## config.mk

```make
export PLATFORM = sky130hd
export DESIGN_NAME = mem_burst_rd_256
export DESIGN_NICKNAME = d
export VERILOG_FILES = /design/src/rtl/mem_ctrl_pkg.sv /design/src/rtl/mem_burst_rd_256.sv
export SDC_FILE = /design/constraint.sdc
export NUM_CORES = 1
export LEC_CHECK = 0
export ABC_AREA = 1
export CAP_MARGIN = 0
export CORE_AREA = 2 2 210 212
export CTS_BUF_LIST = sky130_fd_sc_hd__clkbuf_4 sky130_fd_sc_hd__clkbuf_8
export DETAILED_ROUTE_END_ITERATION = 6
export DIE_AREA = 0 0 212 214
export PLACE_DENSITY = 0.34
export SETUP_SLACK_MARGIN = 0.3
export SLEW_MARGIN = 20
export SYNTH_ARGS = -nofsm -noshare
export SYNTH_HDL_FRONTEND = slang
export SYNTH_SLANG_ARGS = --single-unit
export TNS_END_PERCENT = 20
```

## constraint.sdc

```tcl
create_clock -name clk -period 2.7 [get_ports clk]
set_input_delay 0.405 -clock clk [delete_from_list [all_inputs] [get_ports clk]]
set_output_delay 0.405 -clock clk [all_outputs]
set_load 0.05 [all_outputs]
```

## src/rtl/mem_ctrl_pkg.sv

```systemverilog
// Shared memory-controller constants: default widths and burst-reader state encoding.
// The FIFO side imports the same package so both ends agree on word sizes.
package mem_ctrl_pkg;

    localparam int DATA_W_DFLT = 256;
    localparam int ADDR_W_DFLT = 10;
    localparam int LEN_W_DFLT  = 8;

    localparam logic [1:0] ST_IDLE  = 2'd0;
    localparam logic [1:0] ST_RUN   = 2'd1;
    localparam logic [1:0] ST_DRAIN = 2'd2;
    localparam logic [1:0] ST_DONE  = 2'd3;

    typedef enum logic [1:0] {
        S_IDLE  = ST_IDLE,
        S_RUN   = ST_RUN,
        S_DRAIN = ST_DRAIN,
        S_DONE  = ST_DONE
    } burst_state_e;

endpackage

```

## src/rtl/mem_burst_rd_256.sv

```systemverilog
// Burst reader: walks a word-address range in memory and pushes each word into a
// downstream 256-to-64 FIFO, at most one read outstanding at a time.
module mem_burst_rd_256
    import mem_ctrl_pkg::*;
#(
    parameter int DATA_WIDTH = DATA_W_DFLT,
    parameter int ADDR_WIDTH = ADDR_W_DFLT,
    parameter int LEN_WIDTH  = LEN_W_DFLT
) (
    input  logic                  clk,
    input  logic                  rst_n,
    input  logic                  cmd_vld,
    output logic                  cmd_rdy,
    input  logic [ADDR_WIDTH-1:0] cmd_addr,
    input  logic [LEN_WIDTH-1:0]  cmd_len,
    output logic                  busy,
    output logic                  done,
    output logic                  mem_rd,
    output logic [ADDR_WIDTH-1:0] mem_addr,
    input  logic [DATA_WIDTH-1:0] mem_rdata,
    output logic                  fifo_wr,
    output logic [DATA_WIDTH-1:0] fifo_din,
    input  logic                  fifo_full
);

    burst_state_e          r_state;
    logic [ADDR_WIDTH-1:0] r_addr;
    logic [LEN_WIDTH-1:0]  r_remaining;
    logic                  r_inflight;
    logic                  w_issue;

    // fifo_full leaves enough headroom that the write one cycle later never
    // needs to be re-qualified; gating on r_inflight caps rate at one word per two cycles.
    assign w_issue  = (r_state == S_RUN) && (r_remaining != '0) && !fifo_full && !r_inflight;

    assign cmd_rdy  = (r_state == S_IDLE);
    assign busy     = (r_state == S_RUN) || (r_state == S_DRAIN);
    assign done     = (r_state == S_DONE);
    assign mem_rd   = w_issue;
    assign mem_addr = r_addr;
    assign fifo_wr  = r_inflight;
    assign fifo_din = mem_rdata;

    always_ff @(posedge clk or negedge rst_n) begin
        if (!rst_n) begin
            r_state     <= S_IDLE;
            r_addr      <= '0;
            r_remaining <= '0;
            r_inflight  <= 1'b0;
        end else begin
            r_inflight <= w_issue;
            case (r_state)
                S_IDLE: begin
                    if (cmd_vld) begin
                        r_addr      <= cmd_addr;
                        r_remaining <= cmd_len;
                        r_state     <= (cmd_len == '0) ? S_DONE : S_RUN;
                    end
                end
                S_RUN: begin
                    if (w_issue) begin
                        r_addr      <= r_addr + 1'b1;
                        r_remaining <= r_remaining - 1'b1;
                    end else if (r_remaining == '0) begin
                        r_state <= S_DRAIN;
                    end
                end
                S_DRAIN: begin
                    if (!r_inflight)
                        r_state <= S_DONE;
                end
                S_DONE: r_state <= S_IDLE;
                default: r_state <= S_IDLE;
            endcase
        end
    end

endmodule

```

==> reports/metrics.yaml <==
clock_network:
  clk_path_buf_depth: 2
  cts_tree: "done"
  cts_resized: 0
  cts_buffers: 3
  cts.root.buffer_cell: "clkbuf_8"
  clkLatencyLatePin_ps: 280
  holdBufCountCts: 0
  clk_pin_slew_worst_paths_ps: 100
  htreeDepth: 1
  post_cts_buffers: 0
  cts.sinks: 21
yosys:
  netlist_instances: 496
  synth-seq-cells: 21
  ys_warn_count: 0
  avgSynthCellArea_um2: 7.02
  ys_types: 26
  synthTopCellsByArea: "buf_4, dfrtp_1, nand2_1, nand3_1, ha_1"
  synth_top_area_share_pct: 55.4
  syn-cell-area_um2: 3480
  yosysTopAreaCell: "buf_4"
  yosysSeqAreaShare_pct: 15.1
  synth_fp_nets: 781
hold_path:
  hold_depth: 2
  worstHoldPathType: "reg -> reg"
floorplanning:
  io_pins: 549
  initial_core_util_pct: 8.12
  die_w_um: 212
  rows: 76
  core-area_um2: 42900
  dieArea_um2: 45400
  fp.dieH_um: 214
route:
  first_pass_iters: 4
  routedWlPerCell_um: 15.1
  ant_nets: 0
  routed_wl_um: 13000
  avgViaCountPerCell: 2.35
  drtIter0Drc: 71
  vias: 2022
  drc: 0
pwr:
  swShare_pct: 58.3
  p_leak_uw: 0.00105
  power_frac_comb_pct: 67.8
  ir_drop_mv: 0.361
  p_clk_share_pct: 9.0
  internal_power_uw: 1190
  p_per_area_nw_per_um2: 1060
  seqPwrFrac_pct: 23.2
  p_switching_uw: 1660
setup_path:
  critPathSlowestCell: "clkdlybuf4s50_1"
  criticalPathCategory: "reg -> out"
  crit_fanout: 4
  r2r_cells: 8
  crit_arrival_ps: 1870
  max_stage_delay_ps: 830
  crit_buf_inv: 2
  worstSetupEndpointType: "output pin"
  critical_path_required_ps: 2300
  path_depth: 3
  crit_family: "buffers and inverters"
  start_kind: "flop"
  cp_cell_sequence: "inv_1 > ha_1 > clkdlybuf4s50_1"
sta:
  max_slew_margin_pct: 57.8
  period_needed_ps: 2280
  max_slew.worst_pin.slew_ps: 631
  hold_viol_final: 0
  skew_ps: 4.25
  slew_violations: 0
  rsz0062_at_grt: "no"
  fin_tns_setup_ps: 0
  period_share_pct: 84.4
  setup_slack_ps: 421
  setup_viol: 0
  fmax_ghz: 0.439
cells_and_area:
  layout_commonest_cell: "nand2_1"
  antenna_cells: 0
  layout_common_cells: "nand2_1, clkdlybuf4s50_1, nand3_1"
  drive_gt1_share_pct: 7.97
  nets: 562
  syn2layout_area_growth_pct: -22.6
global_routing:
  grt_remaining_overflow: 0
  grt_pass1_vias: 2266
  antenna_found_initial: 0
  grt_pass1_wl_um: 17300
  grt_max_degree: 22
  gr-usage-all-layers_pct: 5.53
run:
  max_cap_viol_count: 0
status:
  status: "finished clean"
placed_design:
  io_buffer_count: 36
  routabilityCongestion: 0.663
  dp_slack_ps: 705
  place_hpwl_um: 10600
==> per-stage QoR <==
stage | hold WS [ps] | cells | util [%] | power (µW) | instance area, µm²
floorplan | 109 | 496 | - | 3000 | 3480
global placement | 462 | 857 | 6.16 | 2670 | 2640
detailed placement | 471 | 857 | 6.16 | 2670 | 2640
CTS | 495 | 861 | 6.28 | 2950 | 2690
global route | 509 | 861 | 6.28 | 3170 | 2690
finish | 490 | 861 | 6.28 | 2860 | 2690
==> flip-flops by register name, summed over array words and instances, names as in the netlist <==
register / flops
fifo_wr: 1
r_remaining: 8
r_state: 2
mem_addr: 10
==> per-layer routing <==
| layer | global-route usage (%) | share of wire, % | wire (µm) |
|---|---|---|---|
| met1 | 4.35 | 27 | 3500 |
| met4 | 6.06 | 12 | 1530 |
| met2 | 8.79 | 45 | 5840 |
| met5 | 0 | 0 | 0 |
| met3 | 3.50 | 16 | 2080 |
==> kinds of logic after synthesis <==
family	synth area share (%)
AO/OA/AOI/OAI	2.55
buffers and inverters	58.9
flip-flops	15.1
adder cells (fa/ha/maj)	2.52
AND/OR/NAND/NOR	20.7
XOR/XNOR	0.252
==> Yosys cell counts <==
cell type,count
nand4_1,1
a21oi_4,1
nand2_2,3
buf_4,257
nor2_2,1
buf_6,1
nand2_4,2
o21bai_1,2
nor2_1,19
xor2_1,1
clkbuf_1,1
nor3_1,1
inv_2,4
inv_1,19
a21oi_1,2
dfrtp_1,21
nand3_1,30
o21ai_0,8
nand3_4,1
nor2_4,1
nand3b_1,1
or2_2,1
buf_2,4
ha_1,7
a21o_1,1
nand2_1,106
==> power groups by stage <==
stage                     logic, µW  registers (µW)  clock network (µW)
final                          1940             661                 257
after detailed placement       2000             669                   0
after CTS                      2010             663                 274
after global placement         2000             668                   0
after floorplan                2120             876                   0
after global routing           2190             695                 286
==> layout make-up <==
class                      count  area, µm²
clock buffer                   4       48.8
fill                        5084      40200
inverter                      23       86.3
multi-input combinational    189        906
sequential                    21        526
tap                          585        732
timing repair buffer          39        395
==> worst register-to-register path, cell delays in order, from the launching register on <==
cell     delay (ps)
dfrtp_1         420
inv_1           110
ha_1            240
inv_2            80
nor2_2          220
inv_2           200
nand2_4         300
nand2_1         100
nand2_1          70
==> final timing paths <==
| kind | slack [ps] | from | endpoint |
|---|---|---|---|
| min in group asynchronous | 500 | rst_n | r_remaining[0]$_DFFE_PN0P_ |
| max reg2reg | 920 | r_state[1]$_DFFE_PN0P_ | mem_addr[7]$_DFFE_PN0P_ |
| max in group asynchronous | 1920 | rst_n | mem_addr[8]$_DFFE_PN0P_ |
| min reg2reg | 490 | r_remaining[1]$_DFFE_PN0P_ | r_remaining[1]$_DFFE_PN0P_ |
| max | 420 | r_state[1]$_DFFE_PN0P_ | cmd_rdy |
| min | 490 | r_remaining[1]$_DFFE_PN0P_ | r_remaining[1]$_DFFE_PN0P_ |
Power figures use the tool's default switching activity.
